`src/rtl/mem_stage.sv`:
```
// mem_stage: byte-serial load/store stage over an 8-bit arbitrated memory port; MEM_MISALIGN_TRAP_EN traps misaligned half/word accesses
module mem_stage (
  input  logic        clk,
  input  logic        rst,
  input  logic [6:0]  opcode_i,
  input  logic [2:0]  funct3_i,
  input  logic        we_i,
  input  logic [4:0]  waddr_i,
  input  logic [31:0] alu_i,
  input  logic [31:0] store_data_i,
  output logic [6:0]  opcode_o,
  output logic        we_o,
  output logic [4:0]  waddr_o,
  output logic [31:0] wdata_o,
  output logic        mem_req_o,
  output logic        mem_wr_o,
  output logic [31:0] mem_addr_o,
  output logic [7:0]  mem_dout_o,
  input  logic        mem_grant_i,
  input  logic [7:0]  mem_din_i,
`ifdef MEM_MISALIGN_TRAP_EN
  output logic        misalign_o,
`endif
  output logic        stallreq_o
);
  typedef enum logic [1:0] {IDLE, ISSUE, DRAIN, DONE} state_t;
  state_t state, state_n;
  logic [1:0] cnt, cnt_n, last, pidx;
  logic pend, is_ld, is_st, vld, mis, act, fin;
  logic [3:0][7:0] rbuf;
  logic [31:0] ld_val;
  assign is_ld = opcode_i == 7'b0000011;
  assign is_st = opcode_i == 7'b0100011;
  assign vld = (is_ld & (funct3_i inside {3'd0, 3'd1, 3'd2, 3'd4, 3'd5})) | (is_st & (funct3_i <= 3'd2));
`ifdef MEM_MISALIGN_TRAP_EN
  assign mis = (funct3_i[1:0] == 2'd1 & alu_i[0]) | (funct3_i[1:0] == 2'd2 & |alu_i[1:0]);
  assign misalign_o = rst & vld & mis;
`else
  assign mis = 1'b0;
`endif
  assign act = vld & ~mis;
  assign last = funct3_i[1:0] == 2'd0 ? 2'd0 : funct3_i[1:0] == 2'd1 ? 2'd1 : 2'd3;
  assign fin = cnt == last;
  assign opcode_o = opcode_i;
  assign waddr_o = waddr_i;
  assign we_o = we_i & (~(is_ld | is_st) | act);
  assign mem_req_o = rst & act & (state == IDLE || state == ISSUE);
  assign mem_wr_o = mem_req_o & is_st;
  assign mem_addr_o = alu_i + {30'd0, cnt};
  assign mem_dout_o = store_data_i[{cnt, 3'b000} +: 8];
  assign stallreq_o = rst & act & (state != DONE);
  // loads narrower than a word extend from the top byte actually fetched
  assign ld_val = funct3_i[1:0] == 2'd0 ? {{24{~funct3_i[2] & rbuf[0][7]}}, rbuf[0]} :
                  funct3_i[1:0] == 2'd1 ? {{16{~funct3_i[2] & rbuf[1][7]}}, rbuf[1], rbuf[0]} : rbuf;
  assign wdata_o = !(is_ld | is_st) ? alu_i : (act && is_ld && state == DONE) ? ld_val : 32'd0;
  always_comb begin
    state_n = state;
    cnt_n = cnt;
    if (!act || state == DONE) begin
      state_n = IDLE;
      cnt_n = 2'd0;
    end else if (state == DRAIN) begin
      state_n = DONE;
    end else if (mem_grant_i) begin
      cnt_n = fin ? 2'd0 : cnt + 2'd1;
      state_n = !fin ? ISSUE : is_ld ? DRAIN : DONE;
    end
  end
  always_ff @(posedge clk or negedge rst)
    if (!rst) begin
      state <= IDLE;
      cnt <= 2'd0;
      pend <= 1'b0;
      pidx <= 2'd0;
      rbuf <= '0;
    end else begin
      state <= state_n;
      cnt <= cnt_n;
      pend <= mem_req_o & ~mem_wr_o & mem_grant_i;
      pidx <= cnt;
      if (pend) rbuf[pidx] <= mem_din_i;
    end
endmodule

```
`config.mk`:
```
export PLATFORM = sky130hd
export DESIGN_NAME = mem_stage
export DESIGN_NICKNAME = d
export VERILOG_FILES = /design/src/rtl/mem_stage.sv
export SDC_FILE = /design/constraint.sdc
export NUM_CORES = 1
export LEC_CHECK = 0
export BUFFER_PORTS_ARGS = -buffer_cell sky130_fd_sc_hd__buf_2
export CORE_ASPECT_RATIO = 1.2
export CORE_MARGIN = 4
export CORE_UTILIZATION = 46
export CTS_BUF_LIST = sky130_fd_sc_hd__clkbuf_4
export DETAILED_ROUTE_END_ITERATION = 10
export GPL_ROUTABILITY_DRIVEN = 0
export PLACE_DENSITY = 0.84
export SETUP_SLACK_MARGIN = 0.15
export SYNTH_ARGS = -nofsm -noshare
export SYNTH_HDL_FRONTEND = slang
export SYNTH_SLANG_ARGS = --single-unit
```
`constraint.sdc`:
```
create_clock -name clk -period 2.8 [get_ports clk]
set_clock_uncertainty 0.2 [all_clocks]
set_input_delay 0.42 -clock clk [delete_from_list [all_inputs] [get_ports clk]]
set_output_delay 0.42 -clock clk [all_outputs]
set_load 0.05 [all_outputs]
```
==> results.yml, run 1 <==
worst_setup_path:
  path_max_fanout: 4
  arrival_ns: 2.60
  start_kind: "flop"
  path_class: "flop to primary output"
  cp.required_ns: 2.18
  crit_path_end_kind: "primary output"
layout:
  syn_to_final_growth_pct: 87.0
  diodes: 0
  drive_above_1_share: 0.689
  nNetsFinal: 634
  stdcell_count: 626
die:
  initial_utilization: 0.472
  die_area_um2: 7990
  io_pins: 179
  core_um2: 6450
  rows: 32
  die_y_um: 97.1
  die_width_um: 82.3
sta:
  min_period_ns: 3.22
  fmax_ghz: 0.311
  period_share: 1.15
  whs_ns: 0.0999
  setup_ws_ns: -0.419
  worstMarginPinSlew_ns: 0.655
  maxSlewViolCount: 0
  slew_headroom: 0.561
  hold_violations: 0
  finalSetupViolCount: 26
  rsz0062_at_grt: "yes"
logic_synthesis:
  ys.warnings.count: 0
  synth_commonest_cells: "41 x nand2_1, 39 x dfrtp_1, 32 x mux2_2"
  synth_top_area_frac: 0.320
  synth_ff_type: "dfrtp_1"
  synth_cell_type_count: 46
  synth.avg_cell_area_um2: 9.40
  synth_area_um2: 3050
  synth_largest_area_cell: "dfrtp_1"
  synth_nets: 418
  ys_top_cells_by_area: "dfrtp_1 32%, mux2_2 12%, mux4_2 5.9%"
  synth.most_common_cell: "nand2_1"
  seq_area_frac_synth: 0.320
  synth-seq-cells: 39
  synth_edf_count: 0
  synth_cells: 324
  synth-async-reset-ratio: 1.00
power:
  switching_power_mw: 0.678
  p_int_mw: 1.01
  power_density_nw_per_um2: 297
  power_frac_comb: 0.417
  clkPwrFrac: 0.228
  switching_share: 0.401
  pwr-share-seq: 0.355
  leakagePower_nw: 2.69
  vdd_drop_max_mv: 0.272
place:
  io_buffers: 168
  place_inst: 594
  hpwl_mm: 8.50
clocking:
  clock_sinks: 39
  cts_inserted_buffers: 5
  clk-insertion-delay-late_ns: 0.35
  cts.clk_slew.worst_paths_ns: 0.12
  cts_root_buffer: "clkbuf_4"
  htree_levels: 2
  cts_tree: "built"
  clockBufferDepth: 2
global_routing:
  grt_pass1_wl_mm: 18.2
  grt_max_degree: 40
  grt_use_total: 0.297
  grt_pass1_vias: 3746
  antenna_found_initial: 0
  overflow: 0
routing:
  routed_wl_mm: 15.6
  avgViaCountPerCell: 6.28
  drc_errors: 0
  vias: 3934
  drtPass1Iterations: 5
  wl_per_cell_um: 25.0
  drtAntennaViolNets: 0
  first_iter_violations: 318
outcome:
  status: "finished with violations"
  violations: "negative setup slack"
hold_path:
  min_path_type: "primary input to flop"
flow_run:
  max_cap_viol_count: 0
==> flip-flops by register name, summed over array words and instances (netlist names) <==
register / flops
rbuf: 32
pidx: 2
cnt: 2
state: 2
pend: 1
==> what timing repair did <==
action | in CTS | in global routing
setup endpoints to repair | 51 | 53
endpoints found under the hold margin | 39 | 0
resized for setup | 107 | 95
buffers inserted | 12 | 11
hold buffers | 1 | 0
pin swaps | 17 | 18
==> worst max-delay path, stage by stage (launching register included) <==
cell	delay [ns]
dfrtp_1	0.42
ha_4	0.16
inv_2	0.04
fa_2	0.33
nand2b_4	0.16
or3_4	0.37
buf_4	0.17
nor4_4	0.27
xor2_4	0.18
buf_6	0.17
==> metal layers <==
layer	wire length, µm	GRT usage	share of wire
met1	5090	0.299	0.33
met2	7540	0.537	0.48
met3	1630	0.0677	0.10
met4	1370	0.166	0.087
met5	0	0	0
==> area by class of cell <==
cell class,instances,area [µm²]
multi-input cells,253,2790
repair buffers,232,1710
flip-flops and latches,39,977
fillers,267,751
well taps,85,106
clock inverters,3,38.8
clock buffers,5,37.5
inverters,9,33.8
==> path summary, 6_finish.rpt <==
path | start | endpoint | slack, ns | cells after the start
max | cnt[0]$_DFFE_PN0P_ | mem_addr_o[22] | -0.42 | 9
min | opcode_i[5] | pend$_DFF_PN0_ | 0.1 | 2
max reg2reg | cnt[1]$_DFFE_PN0P_ | state[0]$_DFFE_PN0P_ | 0.78 | 7
min reg2reg | rbuf[10]$_DFFE_PN0P_ | rbuf[10]$_DFFE_PN0P_ | 0.32 | 1
max in group asynchronous | rst | state[1]$_DFFE_PN0P_ | 1.55 | 3
min in group asynchronous | rst | rbuf[20]$_DFFE_PN0P_ | 0.45 | 3
==> cell usage in the layout (no fill, tap or decap), drive strengths merged, types with 3 or more instances in the layout <==
cell type	instances
and3	3
o21ai	24
mux2	32
or3	5
dfrtp	39
mux4	8
nor3	7
nor2b	20
xor2	11
buf	225
nor3b	3
nand3	10
nor4	9
xnor2	19
nand4	7
clkbuf	11
nand2b	5
nor2	16
inv	9
a21oi	3
nand2	41
a22o	8
==> kinds of logic after synthesis <==
family / after synthesis / share of synthesized area
AO/OA/AOI/OAI: 45 / 0.0957
XOR/XNOR: 30 / 0.0863
adder cells (fa/ha/maj): 3 / 0.0148
buffers and inverters: 32 / 0.0551
flip-flops: 39 / 0.320
multiplexers: 40 / 0.177
AND/OR/NAND/NOR: 135 / 0.250
==> through the flow <==
stage                     instance area, µm²  setup WS [ns]  utilization  TNS (ns)  power (mW)
after floorplan                         3500         -0.142            -     -1.42       0.994
after global placement                  4610         -0.303        0.714     -2.60        1.17
after detailed placement                4610         -0.335        0.714     -3.86        1.19
after CTS                               5190         -0.334        0.805     -3.08        1.59
after global routing                    5700         -0.527        0.884     -7.91        1.75
final                                   5700         -0.419        0.884     -5.72        1.69
==> power groups by stage <==
stage               Clock (mW)  Sequential, mW  Combinational (mW)
finish                   0.385           0.600               0.706
floorplan                    0           0.602               0.392
CTS                      0.371           0.595               0.628
detailed placement           0           0.606               0.581
global placement             0           0.604               0.569
global route             0.414           0.601               0.731
Note: power is estimated with default switching activity, not from simulation.
==> inputs of run 2 (changes only) <==
CELL_PAD_IN_SITES_DETAIL_PLACEMENT = 0   (was default)
CELL_PAD_IN_SITES_GLOBAL_PLACEMENT = 2   (was default)
CORE_UTILIZATION = 25   (was 46)
PLACE_DENSITY = default   (was 0.84)
PLACE_DENSITY_LB_ADDON = 0.1   (was default)
==> run 2 against run 1 <==
  * The run still ends with negative setup slack left
  * Clock power down 24%
  * Sequential cell count unchanged
  * Sequential power fell by 0.8%
  * Die area increased by 75%
  * Sequential share of layout area fell by 0.38 points
  * Cell area is 2.1% higher
  * Hold slack about the same
  * Critical endpoint unchanged
==> results.yml, run 2 (synthesis results as in run 1) <==
worst_setup_path:
  path_class: "flop to primary output"
  arrival_ns: 2.43
  reg2reg_from: "cnt[1]$_DFFE_PN0P_"
  rrSetupSlack_ns: 0.83
  path_delay_family: "simple AND/OR/NAND/NOR gates"
  cp.required_ns: 2.18
  critPathSlowestCell: "or3_4"
  crit_path_end_kind: "primary output"
  path_max_fanout: 7
  reg2reg_to: "state[0]$_DFFE_PN0P_"
  cpPeakStageDelay_ns: 0.39
  crit_chain: "ha_2 -> inv_2 -> fa_2 -> nand2b_4 -> or3_4 -> nor4_4 -> xor2_4 -> buf_6"
  reg2regPathDepth: 7
  start_kind: "flop"
  crit_buf_inv: 2
routing:
  drtAntennaViolNets: 0
  first_iter_violations: 108
  wl_per_cell_um: 15.8
  avgViaCountPerCell: 4.67
  drtPass1Iterations: 6
  vias: 3262
  routed_wl_mm: 11.0
  drc_errors: 0
clocking:
  clock_sinks: 39
  cts.clk_slew.worst_paths_ns: 0.11
  cts_tree: "built"
  clockBufferDepth: 2
  htree_levels: 2
  clk-insertion-delay-late_ns: 0.34
  cts_inserted_buffers: 5
  cts_root_buffer: "clkbuf_4"
die:
  die_y_um: 129
  die_width_um: 109
  io_pins: 179
  core_um2: 11700
  rows: 43
  die_area_um2: 14000
  initial_utilization: 0.260
sta:
  maxSlewViolCount: 0
  tns_ns: -2.42
  hold_violations: 0
  period_share: 1.09
  setup_ws_ns: -0.253
  worstMarginPinSlew_ns: 0.680
  fmax_ghz: 0.328
  finalSetupViolCount: 18
  slew_headroom: 0.545
  rsz0062_at_grt: "yes"
  whs_ns: 0.100
  min_period_ns: 3.05
outcome:
  violations: "negative setup slack"
  status: "finished with violations"
global_routing:
  overflow: 0
  grt_max_degree: 40
  antenna_found_initial: 0
  grt_pass1_vias: 3448
  grt_pass1_wl_mm: 17.2
  grt_use_total: 0.155
flow_run:
  max_cap_viol_count: 0
layout:
  drive_above_1_share: 0.678
  syn_to_final_growth_pct: 91.0
  stdcell_count: 698
  layout_common_cells: "105 x buf_2, 63 x buf_4, 55 x buf_6"
  regMostFlops: "rbuf"
  fin_area_um2: 5820
  mostFrequentLayoutCell: "buf_2"
  final_util: 0.496
  nNetsFinal: 633
  largest_reg_flops: 32
power:
  fin_total_pwr_mw: 1.57
  leakagePower_nw: 2.65
  power_density_nw_per_um2: 270
  vdd_drop_max_mv: 0.146
hold_path:
  hp-start: "opcode_i[5]"
  hold_path_depth: 2
  min_path_type: "primary input to flop"
  hold-path-endpoint: "pend$_DFF_PN0_"
place:
  io_buffers: 168
  pre_cts_slack_ns: -0.366
  place_inst: 673
  dpl_cell_area_um2: 4750
  hpwl_mm: 9.14
run 2: worst max-delay path by stage:
| stage | startpoint | end | slack (ns) | cells past startpoint |
|---|---|---|---|---|
| after floorplan | opcode_i[3] | wdata_o[17] | -0.14 | 5 |
| after global placement | alu_i[0] | mem_addr_o[22] | -0.36 | 9 |
| after detailed placement | alu_i[0] | mem_addr_o[22] | -0.37 | 9 |
| after CTS | cnt[0]$_DFFE_PN0P_ | mem_addr_o[26] | -0.30 | 10 |
| after global routing | cnt[0]$_DFFE_PN0P_ | mem_addr_o[22] | -0.38 | 8 |
| final | cnt[0]$_DFFE_PN0P_ | mem_addr_o[22] | -0.25 | 8 |
run 2: metal layers:
layer  vias up  track usage  share of wire
met5         -            0              0
met4         0       0.0156         0.0033
met3         4       0.0286          0.065
met2       114        0.296           0.53
met1      1569        0.186           0.40
li1       1575            -              -
run 2: cell type report:
cell class | count | area [µm²]
Antenna cell | 1 | 2.50
Clock buffer | 7 | 52.6
Clock inverter | 1 | 5.00
Fill cell | 1192 | 5910
Inverter | 9 | 33.8
Multi-Input combinational cell | 253 | 2790
Sequential cell | 39 | 976
Tap cell | 157 | 196
Timing Repair Buffer | 231 | 1760
run 2: repair_timing:
item                                    4_1_cts  5_1_grt
gates cloned                                  1        0
hold buffers                                  1        0
gates resized for setup                     180       26
endpoints found under the setup margin       55       61
endpoints found under the hold margin        39        0
pin swaps                                    33       27
buffers inserted                             10        4
run 2: power breakdown:
group | total [mW] | switching (mW) | internal [mW]
clock network | 0.292 | 0.174 | 0.117
registers | 0.595 | 0.0110 | 0.584
logic | 0.686 | 0.427 | 0.259
total | 1.57 | 0.612 | 0.960
